### src/rtl/conv_pkg.sv
// conv_pkg
// Shared definitions for conv_mac_engine and its mac_lane sub-modules:
//   - state_t : engine FSM states
//   - DEF_*   : default width / depth constants
//   - relu_zero(): decides whether a result is forced to zero by ReLU
package conv_pkg;

    typedef enum logic [1:0] {
        IDLE  = 2'd0,
        ACCUM = 2'd1,
        DRAIN = 2'd2,
        DONE  = 2'd3
    } state_t;

    localparam int unsigned DEF_DATA_W      = 8;
    localparam int unsigned DEF_ACC_W       = 24;
    localparam int unsigned DEF_NUM_FILTERS = 4;
    localparam int unsigned DEF_WIN         = 16;
    localparam int unsigned NUM_WIN_W       = 16;

    // A result is zeroed only when ReLU is enabled and the accumulator is negative.
    function automatic logic relu_zero(input logic relu_en, input logic sign_bit);
        return relu_en && sign_bit;
    endfunction

endpackage

### src/rtl/mac_lane.sv
// mac_lane
// One filter of the convolution engine: a WIN-entry coefficient register file,
// a tap-indexed read, a signed DATA_W x DATA_W multiplier and an ACC_W
// wrapping accumulator.
// Ports:
//   i_clk, i_rst          clock, synchronous active-high reset (accumulator only)
//   i_wr_en/adr/data      coefficient write port
//   i_tap                 coefficient read index for the current sample
//   i_clear               synchronous accumulator clear
//   i_en                  accumulate i_data * coef[i_tap]
//   i_data                signed sample
//   o_acc                 accumulator value
module mac_lane
    import conv_pkg::*;
#(
    parameter int unsigned DATA_W = DEF_DATA_W,
    parameter int unsigned ACC_W  = DEF_ACC_W,
    parameter int unsigned WIN    = DEF_WIN,
    localparam int unsigned TAP_W = $clog2(WIN)
) (
    input  logic              i_clk,
    input  logic              i_rst,
    input  logic              i_wr_en,
    input  logic [TAP_W-1:0]  i_wr_adr,
    input  logic [DATA_W-1:0] i_wr_data,
    input  logic [TAP_W-1:0]  i_tap,
    input  logic              i_clear,
    input  logic              i_en,
    input  logic [DATA_W-1:0] i_data,
    output logic [ACC_W-1:0]  o_acc
);

    localparam int unsigned PROD_W = 2 * DATA_W;

    logic signed [DATA_W-1:0] r_coef [WIN];
    logic signed [PROD_W-1:0] w_prod;
    logic signed [ACC_W-1:0]  w_prod_ext;
    logic signed [ACC_W-1:0]  r_acc;

    // Coefficients are intentionally outside reset so they survive rst.
    always_ff @(posedge i_clk) begin
        if (i_wr_en) begin
            r_coef[i_wr_adr] <= i_wr_data;
        end
    end

    // Size casts of signed operands sign-extend, giving a full-precision product.
    always_comb begin
        w_prod     = PROD_W'($signed(i_data)) * PROD_W'(r_coef[i_tap]);
        w_prod_ext = ACC_W'(w_prod);
    end

    always_ff @(posedge i_clk) begin
        if (i_rst || i_clear) begin
            r_acc <= '0;
        end else if (i_en) begin
            r_acc <= r_acc + w_prod_ext;
        end
    end

    assign o_acc = r_acc;

endmodule

### src/rtl/conv_mac_engine.sv
// conv_mac_engine
// Multi-filter convolution engine. NUM_FILTERS lanes multiply-accumulate each
// accepted sample in parallel; after WIN taps the per-filter results drain one
// per handshake, for num_windows windows per run.
// Ports:
//   i_clk, i_rst                   clock, synchronous active-high reset
//   i_flt_wr_en/sel/adr/data       coefficient write (IDLE only)
//   i_start, i_num_windows, i_relu_en   run control (sampled in IDLE)
//   i_in_valid, o_in_ready, i_in_data   sample stream
//   o_out_valid, i_out_ready, o_out_filter, o_out_data   result stream
//   o_busy                         high outside IDLE
//   o_done                         one-cycle pulse at run end
module conv_mac_engine
    import conv_pkg::*;
#(
    parameter int unsigned DATA_W      = DEF_DATA_W,
    parameter int unsigned ACC_W       = DEF_ACC_W,
    parameter int unsigned NUM_FILTERS = DEF_NUM_FILTERS,
    parameter int unsigned WIN         = DEF_WIN,
    localparam int unsigned SEL_W      = (NUM_FILTERS > 1) ? $clog2(NUM_FILTERS) : 1,
    localparam int unsigned TAP_W      = $clog2(WIN)
) (
    input  logic                 i_clk,
    input  logic                 i_rst,
    input  logic                 i_flt_wr_en,
    input  logic [SEL_W-1:0]     i_flt_wr_sel,
    input  logic [TAP_W-1:0]     i_flt_wr_adr,
    input  logic [DATA_W-1:0]    i_flt_wr_data,
    input  logic                 i_start,
    input  logic [NUM_WIN_W-1:0] i_num_windows,
    input  logic                 i_relu_en,
    input  logic                 i_in_valid,
    output logic                 o_in_ready,
    input  logic [DATA_W-1:0]    i_in_data,
    output logic                 o_out_valid,
    input  logic                 i_out_ready,
    output logic [SEL_W-1:0]     o_out_filter,
    output logic [ACC_W-1:0]     o_out_data,
    output logic                 o_busy,
    output logic                 o_done
);

    localparam logic [TAP_W-1:0] LAST_TAP = TAP_W'(WIN - 1);
    localparam logic [SEL_W-1:0] LAST_FLT = SEL_W'(NUM_FILTERS - 1);

    state_t                 r_state;
    logic [TAP_W-1:0]       r_tap_cnt;
    logic [SEL_W-1:0]       r_drain_cnt;
    logic [NUM_WIN_W-1:0]   r_win_cnt;
    logic                   r_relu;

    logic                   w_in_hs;
    logic                   w_out_hs;
    logic                   w_last_drain;
    logic                   w_clear;
    logic [ACC_W-1:0]       w_acc [NUM_FILTERS];
    logic [ACC_W-1:0]       w_sel_acc;

    assign o_busy       = (r_state != IDLE);
    assign o_done       = (r_state == DONE);
    assign o_in_ready   = (r_state == ACCUM);
    assign o_out_valid  = (r_state == DRAIN);
    assign o_out_filter = r_drain_cnt;

    assign w_in_hs      = o_in_ready && i_in_valid;
    assign w_out_hs     = o_out_valid && i_out_ready;
    assign w_last_drain = w_out_hs && (r_drain_cnt == LAST_FLT);
    // Holding clear through IDLE readies the first window; the final drain
    // handshake readies every following one.
    assign w_clear      = (r_state == IDLE) || w_last_drain;

    assign w_sel_acc  = w_acc[r_drain_cnt];
    assign o_out_data = (o_out_valid && !relu_zero(r_relu, w_sel_acc[ACC_W-1])) ? w_sel_acc : '0;

    always_ff @(posedge i_clk) begin
        if (i_rst) begin
            r_state     <= IDLE;
            r_tap_cnt   <= '0;
            r_drain_cnt <= '0;
            r_win_cnt   <= '0;
            r_relu      <= 1'b0;
        end else begin
            unique case (r_state)
                IDLE: begin
                    if (i_start) begin
                        r_tap_cnt   <= '0;
                        r_drain_cnt <= '0;
                        r_win_cnt   <= i_num_windows;
                        r_relu      <= i_relu_en;
                        r_state     <= (i_num_windows != '0) ? ACCUM : DONE;
                    end
                end
                ACCUM: begin
                    if (w_in_hs) begin
                        if (r_tap_cnt == LAST_TAP) begin
                            r_tap_cnt   <= '0;
                            r_drain_cnt <= '0;
                            r_state     <= DRAIN;
                        end else begin
                            r_tap_cnt <= r_tap_cnt + TAP_W'(1);
                        end
                    end
                end
                DRAIN: begin
                    if (w_out_hs) begin
                        if (r_drain_cnt == LAST_FLT) begin
                            r_drain_cnt <= '0;
                            r_win_cnt   <= r_win_cnt - NUM_WIN_W'(1);
                            r_state     <= (r_win_cnt == NUM_WIN_W'(1)) ? DONE : ACCUM;
                        end else begin
                            r_drain_cnt <= r_drain_cnt + SEL_W'(1);
                        end
                    end
                end
                DONE: begin
                    r_state <= IDLE;
                end
                default: begin
                    r_state <= IDLE;
                end
            endcase
        end
    end

    for (genvar f = 0; f < NUM_FILTERS; f++) begin : g_lane
        logic w_wr_en;
        // Coefficients only change in IDLE so they are stable for a whole run.
        assign w_wr_en = (r_state == IDLE) && i_flt_wr_en && (i_flt_wr_sel == SEL_W'(f));

        mac_lane #(
            .DATA_W (DATA_W),
            .ACC_W  (ACC_W),
            .WIN    (WIN)
        ) u_mac_lane (
            .i_clk     (i_clk),
            .i_rst     (i_rst),
            .i_wr_en   (w_wr_en),
            .i_wr_adr  (i_flt_wr_adr),
            .i_wr_data (i_flt_wr_data),
            .i_tap     (r_tap_cnt),
            .i_clear   (w_clear),
            .i_en      (w_in_hs),
            .i_data    (i_in_data),
            .o_acc     (w_acc[f])
        );
    end

endmodule

### config.mk
export PLATFORM = sky130hd
export DESIGN_NAME = conv_mac_engine
export DESIGN_NICKNAME = d
export VERILOG_FILES = /design/src/rtl/conv_pkg.sv /design/src/rtl/mac_lane.sv /design/src/rtl/conv_mac_engine.sv
export SDC_FILE = /design/constraint.sdc
export NUM_CORES = 2
export LEC_CHECK = 0
export ABC_AREA = 1
export CAP_MARGIN = 15
export CORE_MARGIN = 8
export CORE_UTILIZATION = 59
export CTS_CLUSTER_SIZE = 30
export DETAILED_ROUTE_END_ITERATION = 10
export PLACE_DENSITY = 0.76
export SETUP_SLACK_MARGIN = 0.02
export SYNTH_ARGS = -nofsm -noshare
export SYNTH_HDL_FRONTEND = slang
export SYNTH_HIERARCHICAL = 1
export SYNTH_SLANG_ARGS = --single-unit
### constraint.sdc
create_clock -name i_clk -period 8.8 [get_ports i_clk]
set_input_delay 1.76 -clock i_clk [delete_from_list [all_inputs] [get_ports i_clk]]
set_output_delay 1.76 -clock i_clk [all_outputs]
set_load 0.01 [all_outputs]
## Yosys cells after proc, flatten, opt, wreduce, memory -nomap -nowiden

Memories as Yosys holds them, arrays and structs flattened. A register that Yosys moved wholly into a read port is not among the register bits.
Cells that the tools add are included.

| storage, ports and cells | value |
|---|---|
| memories | 4 |
| output and inout port bits | 30 |
| memory bits (writable) | 512 |
| word-level logic and storage cells | 107 |
| memory bits (read-only) | 0 |
| latch bits | 0 |
| input bits | 45 |
| flip-flop bits (word level) | 121 |

Memories:

| name | words | width | rd ports | clocked after Yosys merged registers in | write ports | RTL line | RTL |
|---|---|---|---|---|---|---|---|
| g_lane[0].u_mac_lane.r_coef | 16 | 8 | 1 | 1 | 1 | mac_lane.sv:35 | `logic signed [DATA_W-1:0] r_coef [WIN];` |
| g_lane[1].u_mac_lane.r_coef | 16 | 8 | 1 | 1 | 1 | mac_lane.sv:35 |  |
| g_lane[2].u_mac_lane.r_coef | 16 | 8 | 1 | 1 | 1 | mac_lane.sv:35 |  |
| g_lane[3].u_mac_lane.r_coef | 16 | 8 | 1 | 1 | 1 | mac_lane.sv:35 |  |

| operators by class | value |
|---|---|
| multiply operators | 4 |
| bitwise operators | 1 |
| div/mod/pow operators | 0 |
| eq/ne operators | 14 |
| add/sub/neg operators | 7 |
| order comparisons | 1 |
| shift-type cells | 0 |
| reductions and logical operators | 25 |
| muxes and demuxes | 42 |

Operator list:

| operator | number |
|---|---|
| $add 24x16->24 | 4 |
| $mux 24 | 3 |
| $mul 8x8->16 | 4 |
| $bmux 24 s2 | 1 |
| $mux 16 | 3 |
| $mux 4 | 11 |
| $pmux 16 s2 | 1 |
| $mux 2 | 12 |
| $eq 16x1->1 const B | 1 |
| $reduce_bool 16->1 | 1 |
| $sub 16x1->16 const B | 1 |
| $eq 2x2->1 const B | 5 |
| $logic_and 1x1->1 | 10 |
| $reduce_and 5->1 | 2 |
| $mux 1 | 8 |
| $ne 2x1->1 const B | 4 |
| $pmux 2 s4 | 1 |
| $pmux 4 s2 | 1 |
| $pmux 2 s3 | 1 |
| $reduce_bool 2->1 | 3 |
| $add 4x1->4 const B | 1 |
| $eq 2x1->1 const B | 2 |
| $eq 4x4->1 const B | 1 |
| $logic_not 2->1 | 2 |
| other kinds (10) | 11 |

## Depth between registers and ports, before layout

| depth | value |
|---|---|
| depth in word-level cells | 8 |
| gate-level depth with buffers | 32 |

## Hierarchy

The synthesis kept the hierarchy.

By module, submodules not included:

| module | times used | cells each | area an instance (um^2) |
|---|---|---|---|
| mac_lane at g_lane[1].u_mac_lane | 1 | 1099 | 10570.1 |
| mac_lane at g_lane[2].u_mac_lane | 1 | 1082 | 10536.4 |
| mac_lane at g_lane[3].u_mac_lane | 1 | 1085 | 10528.8 |
| mac_lane at g_lane[0].u_mac_lane | 1 | 1034 | 10470.0 |
| conv_mac_engine | 1 | 488 | 2628.8 |

## Worst setup path before layout

Ideal clock, no wire load.

| timing | value |
|---|---|
| path kind | input-to-reg |
| start point | in i_in_data[7] |
| end point | reg g_lane[0].u_mac_lane.r_acc[19] |
| library setup time | 0.109 ns |
| arrival | 6.602 ns |
| buffers on the path | 0 |
| path slack | 2.089 ns |
| stages | 18 |
| required time | 8.691 ns |
| path through | inv_1 > nor2_1 > fa_1 > fa_1 > fa_1 > fa_1 > ha_1 > ha_1 > a21oi_1 > nand2_1 > a21oi_1 > inv_1 > nand3_1 > nand2_1 > nand2_1 > nand3_1 > nand2_1 > inv_1 |

| between the ends | value |
|---|---|
| longest elaborated chain between the ends | 2 |

RTL lines:

| element | RTL line | RTL |
|---|---|---|
| start, declared | conv_mac_engine.sv:34 | `input logic [DATA_W-1:0] i_in_data,` |
| $mul 8x8->16 | mac_lane.sv:49 | `w_prod = PROD_W'($signed(i_data)) * PROD_W'(r_coef[i_tap]);` |
| $add 24x16->24 | mac_lane.sv:57 | `r_acc <= r_acc + w_prod_ext;` |
| end signal, assigned | mac_lane.sv:57 |  |
| end, declared | mac_lane.sv:38 | `logic signed [ACC_W-1:0] r_acc;` |

No other way between the ends.
A chain may end at the register's enable or synchronous reset.

==> summary.md <==
| Metric | Value |
|---|---|
| Status | `finished, final reports clean` |
| DR pass1 iterations | `6` |
| Post-CTS Setup Inserts | `0` |
| Rel. slew slack | `0.202` |
| Clock root buffer | `clkbuf_16` |
| Crit end category | `register` |
| Uppermost layer routed | `met4` |
| Die area | `84900 um2` |
| Global placement routability congestion | `0.973` |
| # fillers | `6014` |
| Total core area | `75400 um2` |
| Cell Area, Synth | `44700 um2` |
| Fin Setup TNS | `0 ns` |
| Largest net degree at the start of global routing | `124` |
| Tightest Hold Check Type | `reg -> reg` |
| Clk sinks | `633` |
| Worst-path clk slew | `0.06 ns` |
| Max H-tree Level | `3` |
| Kind of critical path | `reg -> reg` |
| Ys async rst share | `0` |
| Die height | `291 um` |
| Avg Synthesized Cell Area | `9.34 um2` |
| Post-synth cell types | `48` |
| Skew final | `0.0484 ns` |
| Number of diodes | `0` |
| Seq/Total Area, Yosys | `0.398` |
| Starting Density | `0.593` |
| CP startpoint kind | `register` |
| I/O Pins | `75` |
| Metal3 WL | `8710 um` |
| DR WL met2 | `54200 um` |
| Vias in the first global route | `33483` |
| HPWL Detailed | `82000 um` |
| Drt drc | `0` |
| Final Hold Fails | `0` |
| CTS tree | `yes` |
| Max Slew Vio Count | `0` |
| Via count | `33475` |
| Post-cts sizing count | `0` |
| Post-synth top area share | `0.344` |
| Critical Path Fanout Max | `43` |
| Die Wd | `291 um` |
| Layout cells sized above 1 | `0.0667` |
| Crit path required time | `9.33 ns` |
| Port Buf Inserts | `74` |
| Max Root-Sink Buffers | `3` |
| Area leader, netlist | `edfxtp_1` |
| Num rows | `101` |
| WL/cell | `19.6 um` |
| Top-count cell post-synth | `nor2_1` |
| Cell count after synthesis | `4788` |
| Mapped Nets | `5469` |
| ANT nets after route | `0` |
| DRT Wirelength | `115000 um` |
| Commonest cells in the netlist | `nor2_1 (944), nand2_1 (672), inv_1 (637)` |
| Routed vias/inst | `5.70` |
| Setup Viol. Count Final | `0` |
| WL met1 | `47800 um` |
| Latest clock arrival within the worst-skew pair | `0.64 ns` |
| Worst-Margin Slew | `1.19 ns` |
| Util after Layout | `0.643` |
| Critical Path AT | `7.47 ns` |
| Fmax achieved | `0.144 GHz` |
| Unrepaired setup endpoints after global routing | `false` |
| Synthesis-stage register bit count | `633` |
| Total grt overflow | `0` |
| Antenna violations before repair | `0` |
| GRT Util Overall | `0.269` |
| Final period util | `0.789` |
| Max_cap viols | `0` |
| Period minus WS final | `6.95 ns` |
| DRT iter0 DRCs | `3541` |
| Post-synth EDFFs | `512` |
| Final nets | `5516` |
| Yosys warnings | `6` |
| Main synth FF type | `edfxtp_1` |
| CTS Buf Count | `69` |
| Area contributors post-synth | `edfxtp_1 (34%), fa_1 (19%), nor2_1 (7.9%)` |
| Post-CTS Hold Fix Bufs | `0` |
| First-pass GRT wire length | `182000 um` |
| P&R area growth vs syn | `8.52%` |
-- cells in the final DEF (no fill, tap or decap), drive strengths merged, types with 66 or more instances in the layout --
master,n
a21oi,144
clkbuf,89
clkdlybuf4s50,66
dfxtp,121
edfxtp,512
fa,416
ha,220
inv,684
nand2,699
nand3,184
nor2,997
o211ai,115
o21ai,406
-- registers in the layout, summed over array words and instances (netlist names) --
register                  flops
g_lane.u_mac_lane/r_coef    512
g_lane.u_mac_lane/o_acc      96
o_out_filter                  2
r_tap_cnt                     4
r_relu                        1
r_state                       2
r_win_cnt                    16
-- kinds of logic (layout without fill, tap and decap cells) --
group	after synthesis	after routing	synth area share
buffers and inverters	829	932	0.0769
adder cells (fa/ha/maj)	636	636	0.248
XOR/XNOR	36	36	0.00705
AND/OR/NAND/NOR	1926	1926	0.175
flip-flops	633	633	0.398
AO/OA/AOI/OAI	728	728	0.0958
-- worst max-delay path, stage by stage (launching register included) --
cell and delay (ns):
dfxtp_4 0.67, buf_4 0.33, buf_4 0.40, o21ai_0 0.16
o211ai_1 0.30, o211ai_2 0.15, nand2_1 0.21, nand2_1 0.13
fa_1 0.67, inv_1 0.38, fa_1 0.51, fa_1 0.59
fa_1 0.43, ha_1 0.29, ha_1 0.39, nand2_1 0.12
nor2_1 0.20, inv_1 0.06, nor2_1 0.20, nand3_1 0.20
nand4_1 0.14, nand3_1 0.10, nand2_1 0.10, inv_1 0.03
-- final timing paths --
| kind | start | to | slack (ns) | cells past startpoint |
|---|---|---|---|---|
| worst max register to register | r_tap_cnt[0] | g_lane[2].u_mac_lane/o_acc[22] | 1.85 | 23 |
| worst min-delay path | g_lane[1].u_mac_lane/o_acc[0] | g_lane[1].u_mac_lane/o_acc[0] | 0.49 | 2 |
| worst max-delay path | r_tap_cnt[0] | g_lane[2].u_mac_lane/o_acc[22] | 1.85 | 23 |
| worst min register to register | g_lane[1].u_mac_lane/o_acc[0] | g_lane[1].u_mac_lane/o_acc[0] | 0.49 | 2 |
-- layout make-up --
cell class | count | area [um2] | area share
flip-flops and latches | 633 | 17800 | 0.367
repair buffers | 118 | 1070 | 0.0220
well taps | 978 | 1220 | 0.0252
inverters | 687 | 2620 | 0.0539
multi-input cells | 3326 | 23500 | 0.484
clock inverters | 38 | 480 | 0.00990
clock buffers | 89 | 1840 | 0.0379
-- through the flow --
stage | instance area [um2] | hold WS [ns] | std cells | setup slack, ns
final | 48500 | 0.487 | 5869 | 1.85
after global routing | 48500 | 0.508 | 5869 | 1.46
after CTS | 48500 | 0.483 | 5868 | 1.97
after detailed placement | 46200 | 0.474 | 5741 | 1.35
after global placement | 46200 | 0.459 | 5741 | 1.37
after floorplan | 44700 | 0.445 | 4788 | 2.09
-- layer usage --
layer | vias up | track usage
met5 | - | 0
met4 | 0 | 0.0932
met3 | 239 | 0.0428
met2 | 1335 | 0.443
met1 | 16232 | 0.363
li1 | 15669 | -
Power is left out: the tool's default activity adds up to more than one toggle a clock period on the data nets, which glitch-free logic cannot reach.
